**src/rtl/hazard_scoreboard.sv**
```systemverilog
// Purpose: load-use stall, redirect flush and operand-forwarding select generation for the in-order pipeline.
// Latency: stall/flush_fd are combinational in the decode cycle; e_fwd_rs1/e_fwd_rs2 are registered and apply in execute one cycle later.
// Backpressure: stall holds PC and F/D and injects an execute bubble; redirect overrides stall and squashes F/D.
// Optional feature: define HAZARD_PERF_EN to add the perf_stalls / perf_flushes cycle counters.
module hazard_scoreboard #(
    parameter int PIPE_DEPTH    = 3,
    parameter int REG_AW        = 5,
    parameter int LOAD_FWD_SLOT = 2,
    parameter int FWD_W         = 2
) (
    input  logic              clock,
    input  logic              reset,
    input  logic              d_valid,
    input  logic [REG_AW-1:0] d_rs1,
    input  logic [REG_AW-1:0] d_rs2,
    input  logic              d_uses_rs1,
    input  logic              d_uses_rs2,
    input  logic [REG_AW-1:0] d_rd,
    input  logic              d_we,
    input  logic              d_is_load,
    input  logic              redirect,
    output logic              stall,
    output logic              flush_fd,
    output logic [FWD_W-1:0]  e_fwd_rs1,
    output logic [FWD_W-1:0]  e_fwd_rs2
`ifdef HAZARD_PERF_EN
    ,
    output logic [31:0]       perf_stalls,
    output logic [31:0]       perf_flushes
`endif
);

    // One in-flight producer: slot 0 is execute, slot PIPE_DEPTH-1 is writeback.
    typedef struct packed {
        logic              vld;
        logic [REG_AW-1:0] rd;
        logic              ld;
    } sb_entry_t;

    sb_entry_t        sb [PIPE_DEPTH];
    logic [FWD_W-1:0] sel_rs1;
    logic [FWD_W-1:0] sel_rs2;
    logic             lu_rs1;
    logic             lu_rs2;
    logic             accept;

    // Youngest matching producer per operand; scan oldest-to-youngest so the lowest slot wins.
    always_comb begin
        sel_rs1 = '0;
        sel_rs2 = '0;
        lu_rs1  = 1'b0;
        lu_rs2  = 1'b0;
        for (int j = PIPE_DEPTH - 1; j >= 0; j--) begin
            if (sb[j].vld && (sb[j].rd == d_rs1)) begin
                sel_rs1 = FWD_W'(j + 1);
                lu_rs1  = sb[j].ld && ((j + 1) < LOAD_FWD_SLOT);
            end
            if (sb[j].vld && (sb[j].rd == d_rs2)) begin
                sel_rs2 = FWD_W'(j + 1);
                lu_rs2  = sb[j].ld && ((j + 1) < LOAD_FWD_SLOT);
            end
        end
        // x0, unused operands and empty decode slots never create a dependency.
        if (!(d_valid && d_uses_rs1 && (d_rs1 != '0))) begin
            sel_rs1 = '0;
            lu_rs1  = 1'b0;
        end
        if (!(d_valid && d_uses_rs2 && (d_rs2 != '0))) begin
            sel_rs2 = '0;
            lu_rs2  = 1'b0;
        end
    end

    // A taken redirect squashes decode, so any load-use stall it would have caused is moot.
    always_comb begin
        flush_fd = redirect;
        stall    = (lu_rs1 || lu_rs2) && !redirect;
        accept   = d_valid && !stall && !redirect;
    end

    // Shift the scoreboard one stage per cycle; slot 0 gets the issuing instruction or a bubble.
    always_ff @(posedge clock or posedge reset) begin
        if (reset) begin
            for (int k = 0; k < PIPE_DEPTH; k++) begin
                sb[k] <= '0;
            end
        end else begin
            for (int k = 1; k < PIPE_DEPTH; k++) begin
                sb[k] <= sb[k-1];
            end
            sb[0].vld <= accept && d_we && (d_rd != '0);
            sb[0].rd  <= d_rd;
            sb[0].ld  <= d_is_load;
        end
    end

    // Selects follow the instruction into execute; stalled, flushed or empty issue forwards nothing.
    always_ff @(posedge clock or posedge reset) begin
        if (reset) begin
            e_fwd_rs1 <= '0;
            e_fwd_rs2 <= '0;
        end else begin
            e_fwd_rs1 <= accept ? sel_rs1 : '0;
            e_fwd_rs2 <= accept ? sel_rs2 : '0;
        end
    end

`ifdef HAZARD_PERF_EN
    // Free-running event counters; they wrap naturally at 2^32.
    always_ff @(posedge clock or posedge reset) begin
        if (reset) begin
            perf_stalls  <= '0;
            perf_flushes <= '0;
        end else begin
            if (stall)    perf_stalls  <= perf_stalls + 32'd1;
            if (flush_fd) perf_flushes <= perf_flushes + 32'd1;
        end
    end
`endif

endmodule

```
**config.mk**
```make
export PLATFORM = sky130hd
export DESIGN_NAME = hazard_scoreboard
export DESIGN_NICKNAME = d
export VERILOG_FILES = /design/src/rtl/hazard_scoreboard.sv
export SDC_FILE = /design/constraint.sdc
export NUM_CORES = 1
export LEC_CHECK = 0
export ABC_AREA = 1
export ABC_CLOCK_PERIOD_IN_PS = 1200
export BUFFER_PORTS_ARGS = -buffer_cell sky130_fd_sc_hd__buf_4
export CORE_ASPECT_RATIO = 1.4
export CORE_UTILIZATION = 47
export DETAILED_ROUTE_END_ITERATION = 8
export HOLD_SLACK_MARGIN = 0.06
export PLACE_DENSITY = 0.8
export SLEW_MARGIN = 20
export SYNTH_ARGS = -nofsm -noshare
export SYNTH_HDL_FRONTEND = slang
export SYNTH_SLANG_ARGS = --single-unit
```
**constraint.sdc**
```tcl
create_clock -name clock -period 1.2 [get_ports clock]
set_input_delay 0 -clock clock [delete_from_list [all_inputs] [get_ports clock]]
set_output_delay 0 -clock clock [all_outputs]
set_load 0.03 [all_outputs]
```
# Word level (Yosys, flattened, before mapping)
# Cells that the tools add are included.
[classes] reduce_logical=21 eq_ne=6 mux=14
[op_table] cell="$eq A5 B5 Y1" count=6
[op_table] cell="$mux W2" count=10
[op_table] cell="$logic_and A1 B1 Y1" count=15
[op_table] cell="$reduce_bool A5 Y1" count=3
[op_table] cell="$mux W1" count=4
[op_table] cell="$logic_not A1 Y1" count=2
[op_table] cell="$logic_or A1 B1 Y1" count=1
[word_totals] output_inout_bits=6 word_cells=50 ff_bits=23

# Longest topological paths before layout
[logic_depth] ltp_word=11 mapped_depth=10 depth_no_buf=10

# Least setup slack after synthesis
# Ideal clock, no wire load.
[synth_timing] kind="register to register" startpoint="reg sb[19] (netlist name)" endpoint="reg sb[20] (netlist name)" path_buffers=0 path_slack_ps=81 setup_time_ps=129 required_time_ps=1071 t_arrival_ps=990 stages_incl_launch_ff=11 cell_sequence="dfrtp_1 inv_1 nand2_1 nand2_1 nand2_1 nor2_1 nand3_1 nand2_1 nand2_2 nand2_4 nor2_1"
[synth_between] elab_chain_cells=11 word_cells_on_any_way=15 cone_classes="2 x eq/ne; 4 x mux; 9 x reduce/logical"
[synth_lines] item="start: declaration" line="40" rtl="sb_entry_t sb [PIPE_DEPTH];"
[synth_lines] item="start signal: indexed assignment" line="89" rtl="sb[k] <= sb[k-1];"
[synth_lines] item="$eq A5 B5 Y1 (on tied branches)" line="54, 58"
[synth_lines] item="$logic_and A1 B1 Y1 (on tied branches)" line="54, 58"
[synth_lines] item="$mux W1 (on tied branches)" line="54, 58"
[synth_lines] item="$mux W1 (on tied branches)" line="64, 68"
[synth_lines] item="$logic_or A1 B1 Y1 (*)" line="77" rtl="stall = (lu_rs1 || lu_rs2) && !redirect;"
[synth_lines] item="$logic_and A1 B1 Y1 (*)" line="77"
[synth_lines] item="$logic_not A1 Y1 (*)" line="78" rtl="accept = d_valid && !stall && !redirect;"
[synth_lines] item="$logic_and A1 B1 Y1 (*) (2 in a row)" line="78"
[synth_lines] item="$logic_and A1 B1 Y1 (*) (2 in a row)" line="91" rtl="sb[0].vld <= accept && d_we && (d_rd != '0);"
# Mark *: on every way between the ends. The rest lies on a longest branch, timed or not.

# Worst setup path after layout
[layout_timing] startpoint="reg sb[19] (netlist name)" endpoint="out stall"
[layout_between] elab_chain_cells=6 word_cells_on_any_way=10 cone_classes="2 x eq/ne; 4 x mux; 4 x reduce/logical"
[layout_lines] item="$eq A5 B5 Y1 (on tied branches)" line="54, 58"
[layout_lines] item="$logic_and A1 B1 Y1 (on tied branches)" line="54, 58"
[layout_lines] item="$mux W1 (on tied branches)" line="54, 58"
[layout_lines] item="$mux W1 (on tied branches)" line="64, 68"
[layout_lines] item="$logic_or A1 B1 Y1 (*)" line="77"
[layout_lines] item="$logic_and A1 B1 Y1 (*)" line="77"
[layout_lines] item="end: declaration" line="22" rtl="output logic stall,"
# Marked as above.

==> results.md <==
Cells and area:
- The area taken by flip-flops and latches is 576 um2.
- The area taken by multi-input logic gates is 549 um2.
- The area overhead of the layout relative to synthesis is 34.8%.
- Leaving out fill and tap cells, the most frequent cells in the layout are sky130_fd_sc_hd__nand2_1 (49), sky130_fd_sc_hd__buf_4 (30), sky130_fd_sc_hd__inv_1 (27), sky130_fd_sc_hd__dfrtp_1 (23), sky130_fd_sc_hd__nor2_1 (18).
- The post-route non-filler standard cell count is 249.
- The most common library cell in the layout ignoring fill and taps is sky130_fd_sc_hd__nand2_1.
- Counting the fill cells in the layout gives 215.
- The share of cells above drive strength 1 is 0.219.
- The number of antenna diodes in the final layout is 0.
- The number of nets at the end of the flow is 239.

Logic synthesis:
- In the post-synthesis netlist, the biggest area contributors are sky130_fd_sc_hd__dfrtp_1 (47%), sky130_fd_sc_hd__nand2_1 (15%), sky130_fd_sc_hd__inv_1 (8.9%), sky130_fd_sc_hd__nor2_1 (6.7%), sky130_fd_sc_hd__nand3_1 (5.3%).
- The number of nets in the synthesized netlist is 193.
- The average cell area after synthesis is 7.23 um2.
- The cell taking the most area after synthesis is sky130_fd_sc_hd__dfrtp_1.
- The synthesized design contains 23 register bits.
- Of the synthesized area, sequential elements account for 0.468.
- Of the post-synthesis cell area, the dominant cell type holds 0.468.
- The count of yosys warnings during synthesis is 0.
- The synthesized area is 1230 um2.
- In the synthesized netlist, the number of instances is 170.
- The number of unique standard cell types used by synthesis is 16.

Route:
- In the final routed layout, each cell accounts on average for 13.2 um.
- For this block, the routed nets add up to 3280 um of wire.
- The detail route stage leaves a number of antenna-violating nets equal to 0.
- The DRC violation count after routing is 0.
- Detailed routing inserted a total of 1254 vias.
- The routed via count divided by cell count is 5.04.
- The pre-antenna-repair detailed-routing pass consisted of 6 iterations.
- After the first detailed-routing iteration, the DRC count stood at 61.

Timing:
- The worst pin sits at a relative slew slack of 0.754.
- Setup violations remaining at the end of the flow were counted as 6.
- Counting I/O delays and the setup requirement, the final critical path takes 1580 ps.
- Derived from the worst setup path, the maximum achievable clock frequency is 0.634 GHz.
- At the pin with the least slew margin, the transition time is 364 ps.
- The maximum clock skew at final layout is 5.30 ps.
- The least setup slack across all paths after layout is -378 ps.
- Adding up every negative setup slack in the final design gives -2100 ps.
- Setup repair after global routing could not meet its margin everywhere.
- The number of hold violations in the final report is 0.
- The period utilization is 1.32.
- The final count of pins violating max slew is 0.

Critical path:
- STA puts the critical path data required time at 1200 ps.
- The type of element launching the critical path is a flop.
- The critical path in this run is classified as reg2out.
- The endpoint of the worst setup timing path is stall.
- The largest fanout on the critical path is 4.
- The worst register-to-register path ends at sb[20]$_DFF_PP0_.
- STA classifies the critical path endpoint as an output pin.
- For flop-to-flop paths, the worst setup slack is -360 ps.
- The origin of the worst setup path is sb[19]$_DFF_PP0_.
- Data arrives at the worst endpoint at 1580 ps.
- The number of cell instances on the worst register-to-register path is 12.
- The start of the worst register-to-register path is sb[19]$_DFF_PP0_.

GRT:
- The maximum number of pins on one net before global-route repair is 24.
- The initial antenna violation count is 0.
- For this run, the total global-route usage over all layers was measured as 0.258.
- For met2 alone, demand over resource in global routing was 0.428.
- The fraction of met3 tracks used by global routing is 0.0347.
- In this run the most used layer during global routing was met2.
- The met1 routing resource usage after global routing is 0.324.
- The first global-routing pass estimated 5130 um of wire.
- The number of global-route vias before repair is 1156.
- Global routing finished with a remaining overflow of 0.

CTS:
- The clock root buffer master is sky130_fd_sc_hd__clkbuf_4.
- At the later pin of the worst-skew pair, clock insertion delay measures 300 ps.
- The CTS tree is yes.
- After clock tree synthesis, the clock-pin slew on the worst setup and hold paths is 120 ps.
- In this run the deepest clock path goes through 2 buffers.
- The sink count of the clock tree is 23.
- Buffers inserted during clock tree synthesis total 3.
- CTS built an H-tree with a depth of 1.

Floorplan:
- In this run the count of I/O pins placed on the die edge is 29.
- For this configuration, the core starts out at a cell density of 0.503.
- The floorplan step set the die height to 62.5 um.
- The horizontal die dimension is 45.2 um.
- The region available for standard cell placement spans 2440 um2.
- The area of the die is 2830 um2.
- After floorplanning, the core was divided into 21 placement rows.

Power:
- In this run the static leakage power is 0.000891 uW.
- Power comes to 1470 uW.
- IR analysis of the VDD net gives a maximum drop of 0.625 mV.
- The power density over cell area is 887 nW/um2.

Placement:
- The congestion estimate from routability-driven global placement came to 0.984.
- The total of buffers placed on input and output ports is 28.
- Once placement completed, the tool counted placed cells totaling 233.
- After legalization and detailed placement, the total HPWL measured 2420 um.
- The post-place setup slack is -120 ps.

Run:
- The max capacitance violation total is 0.

Outcome:
- The checks that failed: setup timing.
- The flow ran to the end, but the final reports show violations.

Worst hold path:
- The type of the most critical hold path is in2reg.
-- cell families after synthesis --
group / Yosys count / synth area share
buffers and inverters: 32 / 0.101
XOR/XNOR: 8 / 0.0570
flip-flops: 23 / 0.468
AND/OR/NAND/NOR: 88 / 0.294
AO/OA/AOI/OAI: 19 / 0.0804
-- report_power, final --
group / internal (uW) / switching, uW
registers: 806 / 27.5
logic: 135 / 156
clock network: 130 / 217
-- registers in the layout (all words and copies together), names as in the netlist --
register   flops
e_fwd_rs1      2
e_fwd_rs2      2
sb            19
-- worst min-delay path by stage --
stage | from | end | slack [ps] | cells after the start
2_1_floorplan | reset | e_fwd_rs1[0]$_DFF_PP0_ | 2 | 1
3_3_place_gp | reset | sb[11]$_DFF_PP0_ | 60 | 3
3_5_place_dp | reset | sb[13]$_DFF_PP0_ | 70 | 3
4_1_cts | d_rd[1] | sb[20]$_DFF_PP0_ | 90 | 4
5_1_grt | d_rd[1] | sb[20]$_DFF_PP0_ | 80 | 4
6_report | d_rd[1] | sb[20]$_DFF_PP0_ | 70 | 4
-- per-stage QoR --
step | instance area, um2 | hold slack, ps | util
after detailed placement | 1490 | 70.1 | 0.610
after global placement | 1490 | 55.9 | 0.610
final | 1660 | 74.6 | 0.678
after CTS | 1630 | 85.4 | 0.667
after floorplan | 1230 | 1.92 | -
after global routing | 1660 | 78.1 | 0.678
-- what timing repair did --
action,in CTS,in global routing
setup endpoints to repair,6,6
buffers inserted,1,1
pin swaps,4,2
resized for setup,3,7
hold buffers,10,0
hold endpoints to repair,34,0
-- worst max-delay path: stages, from the launching register on --
cell and delay, ps:
sky130_fd_sc_hd__dfrtp_1 440, sky130_fd_sc_hd__inv_1 80, sky130_fd_sc_hd__nand2_1 50, sky130_fd_sc_hd__nand2_1 60, sky130_fd_sc_hd__nand2_1 70, sky130_fd_sc_hd__nor2_2 120, sky130_fd_sc_hd__nand3_1 100, sky130_fd_sc_hd__nand2_1 100
sky130_fd_sc_hd__nand2_2 70, sky130_fd_sc_hd__inv_2 60, sky130_fd_sc_hd__buf_6 120
-- metal layers --
layer,vias up,routed length (um)
met4,0,100
met5,-,0
met1,583,1330
li1,606,-
met3,12,165
met2,53,1690
-- cell usage after synthesis --
library cell	number
sky130_fd_sc_hd__a21oi_1	5
sky130_fd_sc_hd__buf_4	1
sky130_fd_sc_hd__dfrtp_1	23
sky130_fd_sc_hd__inv_1	29
sky130_fd_sc_hd__inv_2	2
sky130_fd_sc_hd__nand2_1	49
sky130_fd_sc_hd__nand2_2	1
sky130_fd_sc_hd__nand2_4	1
sky130_fd_sc_hd__nand3_1	13
sky130_fd_sc_hd__nor2_1	22
sky130_fd_sc_hd__nor2_2	1
sky130_fd_sc_hd__o21ai_0	13
sky130_fd_sc_hd__o41ai_1	1
sky130_fd_sc_hd__or2_2	1
sky130_fd_sc_hd__xnor2_1	4
sky130_fd_sc_hd__xor2_1	4
-- area by class of cell --
type | instances | area share
flip-flops and latches | 23 | 0.347
multi-input cells | 115 | 0.331
well taps | 34 | 0.0257
clock buffers | 4 | 0.0158
inverters | 31 | 0.0702
repair buffers | 42 | 0.210
Power figures use the tool's default switching activity.
